==> src/rtl/cfg_bus_arbiter.sv <==
// Round-robin arbiter sharing the 8-bit config write bus between NUM_REQ masters,
// with burst locking, a registered single-cycle write strobe and an inter-write gap.
module cfg_bus_arbiter #(
  parameter int unsigned NUM_REQ      = 3,
  parameter logic [7:0]  IRQ_CFG_BASE = 8'hC0,
  parameter int unsigned GAP_CYCLES   = 1,
  parameter int unsigned LOCK_MAX     = 16
) (
  input  logic                 cfg_clk,
  input  logic                 cfg_rst,
  input  logic [NUM_REQ-1:0]   req_valid,
  input  logic [NUM_REQ*8-1:0] req_addr,
  input  logic [NUM_REQ*8-1:0] req_wdata,
  input  logic [NUM_REQ-1:0]   req_last,
  output logic [NUM_REQ-1:0]   req_ready,
  output logic [NUM_REQ-1:0]   grant,
  output logic                 cfg_we,
  output logic [7:0]           cfg_addr,
  output logic [7:0]           cfg_wdata,
  output logic                 cfg_irq_sel,
  output logic                 busy,
  output logic [15:0]          wr_count
);

  localparam int unsigned IdxW = $clog2(NUM_REQ);
  typedef logic [IdxW-1:0] idx_t;

  typedef enum logic [1:0] {StIdle, StOwn, StWrite, StGap} state_e;

  state_e             state_q, state_d;
  idx_t               owner_q, owner_d;
  idx_t               rr_ptr_q, rr_ptr_d;
  logic [7:0]         beat_cnt_q, beat_cnt_d;
  logic               last_q, last_d;
  logic [2:0]         gap_cnt_q, gap_cnt_d;
  logic [NUM_REQ-1:0] grant_q, grant_d;
  logic               we_q, we_d;
  logic [7:0]         addr_q, addr_d;
  logic [7:0]         wdata_q, wdata_d;
  logic               irq_q, irq_d;
  logic [15:0]        wr_count_q, wr_count_d;

  logic               win_found;
  idx_t               win_idx;
  int unsigned        cand;
  logic               own_valid, own_last;
  logic [7:0]         own_addr, own_wdata;
  logic               release_now;

  // Search upward from rr_ptr+1 with wrap; the previous owner is checked last.
  always_comb begin
    win_found = 1'b0;
    win_idx   = '0;
    cand      = 0;
    for (int unsigned k = 1; k <= NUM_REQ; k++) begin
      cand = (32'(rr_ptr_q) + k) % NUM_REQ;
      if (!win_found && req_valid[idx_t'(cand)]) begin
        win_found = 1'b1;
        win_idx   = idx_t'(cand);
      end
    end
  end

  always_comb begin
    own_valid = 1'b0;
    own_last  = 1'b0;
    own_addr  = '0;
    own_wdata = '0;
    for (int unsigned i = 0; i < NUM_REQ; i++) begin
      if (owner_q == idx_t'(i)) begin
        own_valid = req_valid[i];
        own_last  = req_last[i];
        own_addr  = req_addr[8*i +: 8];
        own_wdata = req_wdata[8*i +: 8];
      end
    end
  end

  assign release_now = last_q || (beat_cnt_q == 8'(LOCK_MAX));

  always_comb begin
    state_d    = state_q;
    owner_d    = owner_q;
    rr_ptr_d   = rr_ptr_q;
    beat_cnt_d = beat_cnt_q;
    last_d     = last_q;
    gap_cnt_d  = gap_cnt_q;
    grant_d    = grant_q;
    we_d       = 1'b0;
    addr_d     = addr_q;
    wdata_d    = wdata_q;
    irq_d      = irq_q;
    wr_count_d = wr_count_q;
    unique case (state_q)
      StIdle: begin
        if (win_found) begin
          state_d    = StOwn;
          owner_d    = win_idx;
          grant_d    = {{(NUM_REQ-1){1'b0}}, 1'b1} << win_idx;
          beat_cnt_d = '0;
        end
      end
      StOwn: begin
        if (own_valid) begin
          addr_d     = own_addr;
          wdata_d    = own_wdata;
          irq_d      = (own_addr >= IRQ_CFG_BASE);
          last_d     = own_last;
          beat_cnt_d = beat_cnt_q + 8'd1;
          state_d    = StWrite;
          we_d       = 1'b1;
          if (wr_count_q != 16'hFFFF) wr_count_d = wr_count_q + 16'd1;
        end else begin
          state_d  = StIdle;
          rr_ptr_d = owner_q;
          grant_d  = '0;
        end
      end
      StWrite: begin
        if (GAP_CYCLES > 0) begin
          state_d   = StGap;
          gap_cnt_d = '0;
        end else if (release_now) begin
          state_d  = StIdle;
          rr_ptr_d = owner_q;
          grant_d  = '0;
        end else begin
          state_d = StOwn;
        end
      end
      StGap: begin
        if (gap_cnt_q == 3'(GAP_CYCLES - 1)) begin
          if (release_now) begin
            state_d  = StIdle;
            rr_ptr_d = owner_q;
            grant_d  = '0;
          end else begin
            state_d = StOwn;
          end
        end else begin
          gap_cnt_d = gap_cnt_q + 3'd1;
        end
      end
      default: state_d = StIdle;
    endcase
  end

  always_ff @(posedge cfg_clk) begin
    if (cfg_rst) begin
      state_q    <= StIdle;
      owner_q    <= '0;
      rr_ptr_q   <= idx_t'(NUM_REQ - 1);
      beat_cnt_q <= '0;
      last_q     <= 1'b0;
      gap_cnt_q  <= '0;
      grant_q    <= '0;
      we_q       <= 1'b0;
      addr_q     <= '0;
      wdata_q    <= '0;
      irq_q      <= 1'b0;
      wr_count_q <= '0;
    end else begin
      state_q    <= state_d;
      owner_q    <= owner_d;
      rr_ptr_q   <= rr_ptr_d;
      beat_cnt_q <= beat_cnt_d;
      last_q     <= last_d;
      gap_cnt_q  <= gap_cnt_d;
      grant_q    <= grant_d;
      we_q       <= we_d;
      addr_q     <= addr_d;
      wdata_q    <= wdata_d;
      irq_q      <= irq_d;
      wr_count_q <= wr_count_d;
    end
  end

  assign req_ready   = (state_q == StOwn) ? grant_q : '0;
  assign grant       = grant_q;
  assign cfg_we      = we_q;
  assign cfg_addr    = addr_q;
  assign cfg_wdata   = wdata_q;
  assign cfg_irq_sel = irq_q;
  assign busy        = (state_q != StIdle);
  assign wr_count    = wr_count_q;

endmodule

==> config.mk <==
export PLATFORM = sky130hd
export DESIGN_NAME = cfg_bus_arbiter
export DESIGN_NICKNAME = d
export VERILOG_FILES = /design/src/rtl/cfg_bus_arbiter.sv
export SDC_FILE = /design/constraint.sdc
export NUM_CORES = 1
export LEC_CHECK = 0
export CAP_MARGIN = 15
export CORE_ASPECT_RATIO = 0.6
export CORE_MARGIN = 4
export CORE_UTILIZATION = 35
export CTS_CLUSTER_SIZE = 24
export DETAILED_ROUTE_END_ITERATION = 12
export MAX_ROUTING_LAYER = met4
export PLACE_DENSITY = 0.65
export SLEW_MARGIN = 0
export SYNTH_ARGS = -nofsm -noshare
export SYNTH_HDL_FRONTEND = slang
export SYNTH_SLANG_ARGS = --single-unit
==> constraint.sdc <==
create_clock -name cfg_clk -period 2.02 [get_ports cfg_clk]
set_clock_uncertainty 0.1 [all_clocks]
set_input_delay 0.202 -clock cfg_clk [delete_from_list [all_inputs] [get_ports cfg_clk]]
set_output_delay 0.202 -clock cfg_clk [all_outputs]
set_load 0.05 [all_outputs]
# Yosys cells after proc, flatten, opt, wreduce, memory -nomap -nowiden
# Cells that the tools add are included.
# op_classes
n_bitwise	2
reduce_logical	21
eq_ne	13
order_cmp	4
n_shift	1
n_mux	45
n_addsub	6
div	3
# ops
op	count
$mod A32 B2 Y32 const B	3
$mux W8	8
$mux W2	9
$mux W3	6
$add A16 B1 Y16 const B	1
$ne A16 B16 Y1 const B	1
$pmux W8 S2	1
$mux W1	14
$ne A2 B2 Y1 const B	6
$lt A2 B3 Y1 const B	3
$pmux W3 S3	1
$add A8 B1 Y8 const B	1
$eq A8 B5 Y1 const B	1
$ge A8 B8 Y1 const B	1
$pmux W2 S4	1
$reduce_and A2 Y1	4
$reduce_bool A2 Y1	4
$add A2 B2 Y3 const B	2
$bmux W1 S2	3
$eq A2 B2 Y1 const B	3
$pmux W3 S2	1
$reduce_and A3 Y1	2
$reduce_and A5 Y1	1
$eq A2 B1 Y1 const B	2
other kinds (12)	16
# totals
in_bits	56
ff_bits	55
out_inout_bits	41
wordCells	107

# Logic depth before layout (Yosys ltp)
# Gate-level depths: netlist of run 1.
# depth
word_depth	14
ltp_mapped	8
ltp_nobuf	7

# Worst setup path after synthesis of run 1
# OpenSTA, ideal clock, no wires.
# synth_path
path_type	reg2reg
from	register wr_count_q[2] (netlist: wr_count[2])
to	register wr_count_q[13] (netlist: wr_count[13])
setup_time_ns	0.115
stages_incl_launch_ff	9
path_buffers	3
setup_slack_ns	-0.170
arrival_time_ns	1.975
path_cell_list	dfxtp_1 -> and4_1 -> buf_2 -> nand2_2 -> nor3_2 -> buf_2 -> buf_4 -> nor4_1 -> o21ba_1
# synth_between
elab_chain_cells	2
elab_cells_between_ends	3
# synth_rtl
item	line_no	source
start: declaration	41	logic [15:0] wr_count_q, wr_count_d;
start signal: assignment	174	wr_count_q <= wr_count_d;
parallel branches: the longest is 2 deep, another holds $add A16 B1 Y16	n/a	
# Parallel ways; which one is timed is not known.
# A chain may end at the register's enable or synchronous reset.

# Worst setup path after layout of run 1
# layout_path
from	register rr_ptr_q[1]
to	register grant_q[0] (netlist: grant[0])
# layout_between
elab_chain_cells	14
elab_cells_between_ends	27
# layout_rtl
item	line_no	source
start: declaration	32	idx_t rr_ptr_q, rr_ptr_d;
start signal: assignment	152	rr_ptr_q <= idx_t'(NUM_REQ - 1);
start signal: assignment	165	rr_ptr_q <= rr_ptr_d;
$add A2 B1 Y3	56	cand = (32'(rr_ptr_q) + k) % NUM_REQ;
$mod A32 B2 Y32	56	
$bmux W1 S2	57	if (!win_found && req_valid[idx_t'(cand)]) begin
$mux W1 (implied by the code)	57	
$mux W1	57	
$logic_not A1 Y1	57	
$logic_and A1 B1 Y1	57	
$mux W1	57	
$logic_not A1 Y1	57	
$logic_and A1 B1 Y1	57	
$mux W2	57	
$shl A1 B2 Y3	99	grant_d = {{(NUM_REQ-1){1'b0}}, 1'b1} << win_idx;
$mux W3	96	if (win_found) begin
$pmux W3 S3	94	unique case (state_q)
end signal: assignment	169	grant_q <= grant_d;
end: declaration	36	logic [NUM_REQ-1:0] grant_q, grant_d;
# Parallel ways exist; a longest one is shown, timed or not. The select of a mux whose other input is x is not followed.

==> reports/results.ini, run 1 <==
[yosys]
netlist_instances = 368
synth_area_per_cell_um2 = 8.44
mappedNetlistNets = 432
synth_top_area_share_pct = 35.5
synth_top_cell_by_area = dfxtp_1
synth-edff-count = 0
yosysWarnings = 0
async_flop_share_pct = 0
ys_top_cells_by_area = dfxtp_1, nor2_1, mux2i_1
synth_ff_type = dfxtp_1
synth-seq-area-share_pct = 35.5
synth_seq_cells = 55
synth_area_um2 = 3100
ys_types = 55

[min_path]
hold_start = cfg_rst
min_path_cells = 2
hp-class = primary input to flop

[finish]
fillCellCount = 792
multi_input_area_um2 = 1930
nNetsFinal = 543
area_growth_syn_to_layout_pct = 48.6
fin_cells = 591
drive_above_1_share_pct = 18.0
num_antenna_cells = 0
layout.area.seq_um2 = 1120

[setup_path]
cp-startpoint = rr_ptr_q[1]
crit_family = compound AO/OA/AOI/OAI gates
crit_fanout = 3
crit_path_start_kind = flop
critPathMaxStageDelay_ns = 0.38
critPathBufInv = 2
worst_ep_arrival_time_ns = 2.11
critical_path.endpoint_type = flop
reg2reg_from = rr_ptr_q[1]
critPathSlowestCell = dfxtp_4
reg2reg_depth = 8
cp.depth = 8
crit_chain = inv_4 -> ha_4 -> a22o_1 -> a211oi_2 -> nor2_2 -> buf_4 -> o311a_1 -> o32ai_1
crit_required_ns = 2.11
worst-setup-path-type = flop to flop

[die]
core_region_area_um2 = 8590
die_height_um = 81.0
die_w_um = 130
initial_core_util_pct = 36.1
die_area_um2 = 10500
rows = 26
ioPinCount = 97

[global_route]
grt_pass1_vias = 2931
track_usage_pct = 18.1
grt_pass1_wl_um = 14700
grt-ovfl-total = 0
antenna_found_initial = 0
grt_max_degree = 37

[routing]
vias = 3092
drtPass1Iterations = 4
via_per_inst = 5.23
ant_nets = 0
wl_per_cell_um = 15.6
dr.first_iter.drc_count = 155
wirelength_um = 9240
drc = 0

[power]
power.static_leakage_nw = 1.67
peakVddDrop_uv = 421
powerDensity_nw_per_um2 = 837

[timing]
whs_ns = 0.327
slew_viol_final = 0
period_minus_slack_ns = 2.02
tightest_slew_ns = 0.647
max_freq_mhz = 494
period_share_pct = 100
rsz0062_at_grt = true
final.setup.tns_ns = -0.00840
hold_viol_final = 0
relSlewSlack_pct = 56.9
fin_ws_ns = -0.00456
setup_violations = 2

[cts]
cts_hold_buf = 0
root_buffer = clkbuf_16
htreeDepth = 2
cts_tree = yes
cts_buffers = 5
path_clk_slew_ns = 0.07
clock_sinks = 55
clockBufferDepth = 2
clk_latency_ns = 0.29

[place]
dp.cells = 582
gp_congestion = 0.837
port_buffers = 96
dp_hpwl_um = 7130
dp_slack_ns = -0.294

[status]
status = finished, violations left
violations = setup timing

[job]
maxCapViolations = 0

-- worst register-to-register path: stages, from the launching register on --
cell,delay (ns)
dfxtp_4,0.38
inv_4,0.05
ha_4,0.16
a22o_1,0.22
a211oi_2,0.32
nor2_2,0.07
buf_4,0.14
o311a_1,0.34
o32ai_1,0.14
-- routing by layer --
metal / part of all wire, % / GRT usage (%)
met1: 50 / 26.3
met2: 43 / 25.1
met3: 5.5 / 3.81
met4: 1.2 / 4.67
met5: 0 / -
-- report_power, final --
group	total (W)	switching (W)	internal, W	leakage (nW)
Combinational	0.00163	0.000943	0.000686	1.14
Clock	0.000960	0.000382	0.000578	0.0759
Sequential	0.00127	0.0000776	0.00120	0.453
-- final cells by class --
type                    instances  area share (%)
well taps                     112            3.04
clock inverters                 2           0.813
clock buffers                   5            2.71
repair buffers                129            26.2
multi-input cells             275            41.8
flip-flops and latches         55            24.3
inverters                      13            1.11
-- worst paths after layout --
check | end | slack, ns
setup / recovery | grant[0] | -0.005
hold reg to reg | cfg_irq_sel | 0.37
hold / removal | rr_ptr_q[0] | 0.33
setup reg to reg | grant[0] | -0.005
-- cells by family (layout without fill, tap and decap cells) --
family,Yosys count,count (layout),synth area share [%]
AO/OA/AOI/OAI,74,74,17.5
XOR/XNOR,7,7,1.98
buffers and inverters,38,149,6.13
adder cells (fa/ha/maj),8,8,3.22
AND/OR/NAND/NOR,163,163,28.1
multiplexers,23,23,7.58
flip-flops,55,55,35.5
-- timing repair --
item | in CTS | in global routing
pin swaps | 2 | 8
endpoints found under the setup margin | 6 | 27
buffers inserted | 0 | 3
gates resized for setup | 6 | 24
-- sequential cells by signal, summed over array words and instances, names as in the netlist, named ones only --
| signal | flops |
|---|---|
| beat_cnt_q | 8 |
| rr_ptr_q | 2 |
| wr_count | 16 |
| cfg_addr | 8 |
| state_q | 1 |
| grant | 3 |
| cfg_we | 1 |
| gap_cnt_q | 3 |
| cfg_irq_sel | 1 |
| owner_q | 2 |
| last_q | 1 |
| cfg_wdata | 8 |
-- per-stage QoR --
stage | total power, W | area, µm² | util, %
after floorplan | 0.00229 | 3120 | -
after global placement | 0.00280 | 4310 | 50.1
after detailed placement | 0.00283 | 4310 | 50.1
after CTS | 0.00381 | 4490 | 52.3
after global routing | 0.00406 | 4610 | 53.7
final | 0.00386 | 4610 | 53.7
-- Yosys cell counts (4+ instances only) --
| library cell | number |
|---|---|
| and2_1 | 6 |
| nor4_1 | 4 |
| ha_1 | 8 |
| nand3_1 | 11 |
| dfxtp_1 | 55 |
| nor3_1 | 19 |
| buf_2 | 8 |
| nand2b_1 | 9 |
| nor2_1 | 56 |
| or4_1 | 7 |
| and3_1 | 4 |
| a21oi_1 | 21 |
| buf_6 | 4 |
| nand4_1 | 7 |
| a211oi_1 | 19 |
| xor2_1 | 6 |
| o21ai_0 | 4 |
| o31ai_1 | 7 |
| nand2_1 | 13 |
| clkbuf_1 | 9 |
| nor2b_1 | 9 |
| mux2i_1 | 19 |
| inv_1 | 13 |
-- cell usage in the layout (no fill, tap or decap), types with 6 or more instances in the layout --
master,synthesis,routed
and2_1,6,6
nor2b_1,9,9
clkdlybuf4s50_1,0,91
xor2_1,6,6
a211oi_1,19,17
o31ai_1,7,7
or4_1,7,7
nand2b_1,9,8
inv_1,13,11
dfxtp_1,55,43
dfxtp_2,0,10
buf_4,2,35
mux2i_1,19,18
nand4_1,7,7
nor3_1,19,19
nor2_1,56,55
nand2_1,13,13
nand3_1,11,11
a21oi_1,21,21
Power figures use the tool's default switching activity.
==> inputs of run 2 (changes only) <==
CORE_ASPECT_RATIO = 0.7   (was 0.6)
==> run 2 against run 1 <==
Against the previous run: the run now ends clean; maximum frequency is 4.4% higher; combinational power is essentially flat; total power down 3.4%; critical path type is now primary input to flop.
==> reports/results.ini, run 2 (same netlist as run 1, synthesis figures left out) <==
[setup_path]
r2r_slack_ns = 0.08  ; +0.09 ns
worst_ep_arrival_time_ns = 2.01  ; -0.10 ns
r2r_end = rr_ptr_q[1]
crit_path_start_kind = primary input
critical_path.endpoint_type = flop
worst-setup-path-type = primary input to flop
crit_required_ns = 2.09  ; -0.02 ns
reg2reg_depth = 5  ; -3
reg2reg_from = owner_q[0]
crit_fanout = 6  ; +3

[finish]
most-common-layout-cells = clkdlybuf4s50_1, nor2_1, dfxtp_1
mostFrequentLayoutCell = clkdlybuf4s50_1
num_antenna_cells = 0  ; unchanged
drive_above_1_share_pct = 17.4  ; -0.59 points
fin_cells = 598  ; +1.2%
fillCellCount = 797  ; +0.63%
largest_reg_flops = 16  ; unchanged
nNetsFinal = 541  ; -0.37%
final_area_um2 = 4600  ; -0.24%
area_growth_syn_to_layout_pct = 48.3
fin_util_pct = 53.8  ; +0.12 points

[place]
port_buffers = 96  ; unchanged
dp.cells = 589  ; +1.2%
placed_area_um2 = 4320  ; +0.35%
dp_hpwl_um = 6590  ; -7.6%
dp_slack_ns = -0.223  ; +0.0713 ns
gp_congestion = 0.821  ; -1.9%

[die]
initial_core_util_pct = 36.3  ; +0.17 points
die_w_um = 121  ; -7.0%
core_region_area_um2 = 8550  ; -0.47%
die_area_um2 = 10500  ; -0.24%
die_height_um = 86.8  ; +7.2%
rows = 28  ; +7.7%
ioPinCount = 97  ; unchanged

[timing]
period_share_pct = 96.0  ; -4.2 points
period_minus_slack_ns = 1.94  ; -0.0853 ns
hold_viol_final = 0  ; unchanged
relSlewSlack_pct = 52.2  ; -4.7 points
slew_viol_final = 0  ; unchanged
tightest_slew_ns = 0.717  ; +0.0701 ns
max_freq_mhz = 516  ; +4.4%
setup_violations = 0  ; -2
final.setup.tns_ns = 0  ; +0.00840 ns
fin_ws_ns = 0.0808  ; +0.0853 ns

[power]
powerDensity_nw_per_um2 = 810  ; -3.2%
power.static_leakage_nw = 1.66  ; -0.71%
peakVddDrop_uv = 443  ; +5.3%

[min_path]
hold_end = gap_cnt_q[1]
min_path_cells = 2  ; unchanged
hp-class = primary input to flop
hold_start = cfg_rst

[cts]
clockBufferDepth = 2  ; unchanged
htreeDepth = 2  ; unchanged
clk_latency_ns = 0.29  ; about the same
cts_buffers = 5  ; unchanged
clock_sinks = 55  ; unchanged
cts_tree = yes
path_clk_slew_ns = 0.07  ; about the same
root_buffer = clkbuf_16

[routing]
drtPass1Iterations = 4  ; unchanged
ant_nets = 0  ; unchanged
wirelength_um = 8850  ; -4.3%
vias = 3051  ; -1.3%
via_per_inst = 5.10  ; -2.5%
wl_per_cell_um = 14.8  ; -5.4%
drc = 0  ; unchanged
dr.first_iter.drc_count = 152  ; -1.9%

[job]
maxCapViolations = 0  ; unchanged

[global_route]
grt-ovfl-total = 0  ; unchanged
grt_max_degree = 40  ; +8.1%
track_usage_pct = 17.0  ; -1.0 points
grt_pass1_vias = 2922  ; -0.31%
grt_pass1_wl_um = 14200  ; -3.1%
antenna_found_initial = 0  ; unchanged

[status]
status = finished, final reports clean

-- run 2: changes by cell type in the layout (fill, tap and decap cells not counted), moves of 2 or more --
cell	change
buf_4	-6
dfxtp_2	+6
dfxtp_1	-4
a211oi_2	+2
buf_6	+2
clkbuf_1	+2
dfxtp_4	-2
inv_1	+2
-- run 2: through the flow --
step | hold WS [ns] | total power, W
finish | 0.355 | 0.00373
global route | 0.383 | 0.00394
CTS | 0.347 | 0.00367
detailed placement | 0.351 | 0.00283
global placement | 0.341 | 0.00281
floorplan | 0.294 | 0.00229
-- run 2: area by class of cell --
cell class              instances  area, µm²  area share [%]
clock buffers                   7        133            2.88
clock inverters                 1       5.00           0.109
inverters                      13       48.8            1.06
multi-input cells             276       1940            42.0
flip-flops and latches         55       1120            24.4
well taps                     120        150            3.26
repair buffers                126       1210            26.3
-- run 2: how the worst max path moves through the flow --
stage,startpoint,endpoint,slack (ns),cells after the start
after floorplan,wr_count[2],wr_count[13],0.05,8
after global placement,req_valid[1],wr_count[7],-0.22,5
after detailed placement,req_valid[1],wr_count[7],-0.22,5
after CTS,owner_q[1],wr_count[11],0.004,4
after global routing,rr_ptr_q[1],grant[1],-0.01,8
final,req_valid[1],rr_ptr_q[1],0.08,5
-- run 2: timing repair --
action	CTS	global route
hold buffers	0	0
setup buffers	0	1
endpoints found under the setup margin	4	32
gates resized for setup	1	29
pin swaps	1	10
gates cloned	0	1
-- run 2: where the power goes --
part	leakage [nW]	internal [W]	total, W	switching (W)
Sequential	0.454	0.00120	0.00129	0.0000892
Combinational	1.14	0.000684	0.00161	0.000922
Clock	0.0679	0.000460	0.000837	0.000377
-- run 2: metal layers --
| metal | vias up | part of all wire [%] | GRT usage, % |
|---|---|---|---|
| met4 | 0 | 0.77 | 4.94 |
| met1 | 1434 | 52 | 23.5 |
| met3 | 4 | 3.3 | 2.94 |
| met5 | - | 0 | - |
| met2 | 63 | 44 | 25.7 |
| li1 | 1550 | - | - |
-- run 2: critical path, cell delays in order --
cell and delay [ns]:
clkdlybuf4s50_1 0.54, a211o_4 0.46, a2111oi_4 0.46, nor2_1 0.09
a211o_1 0.27
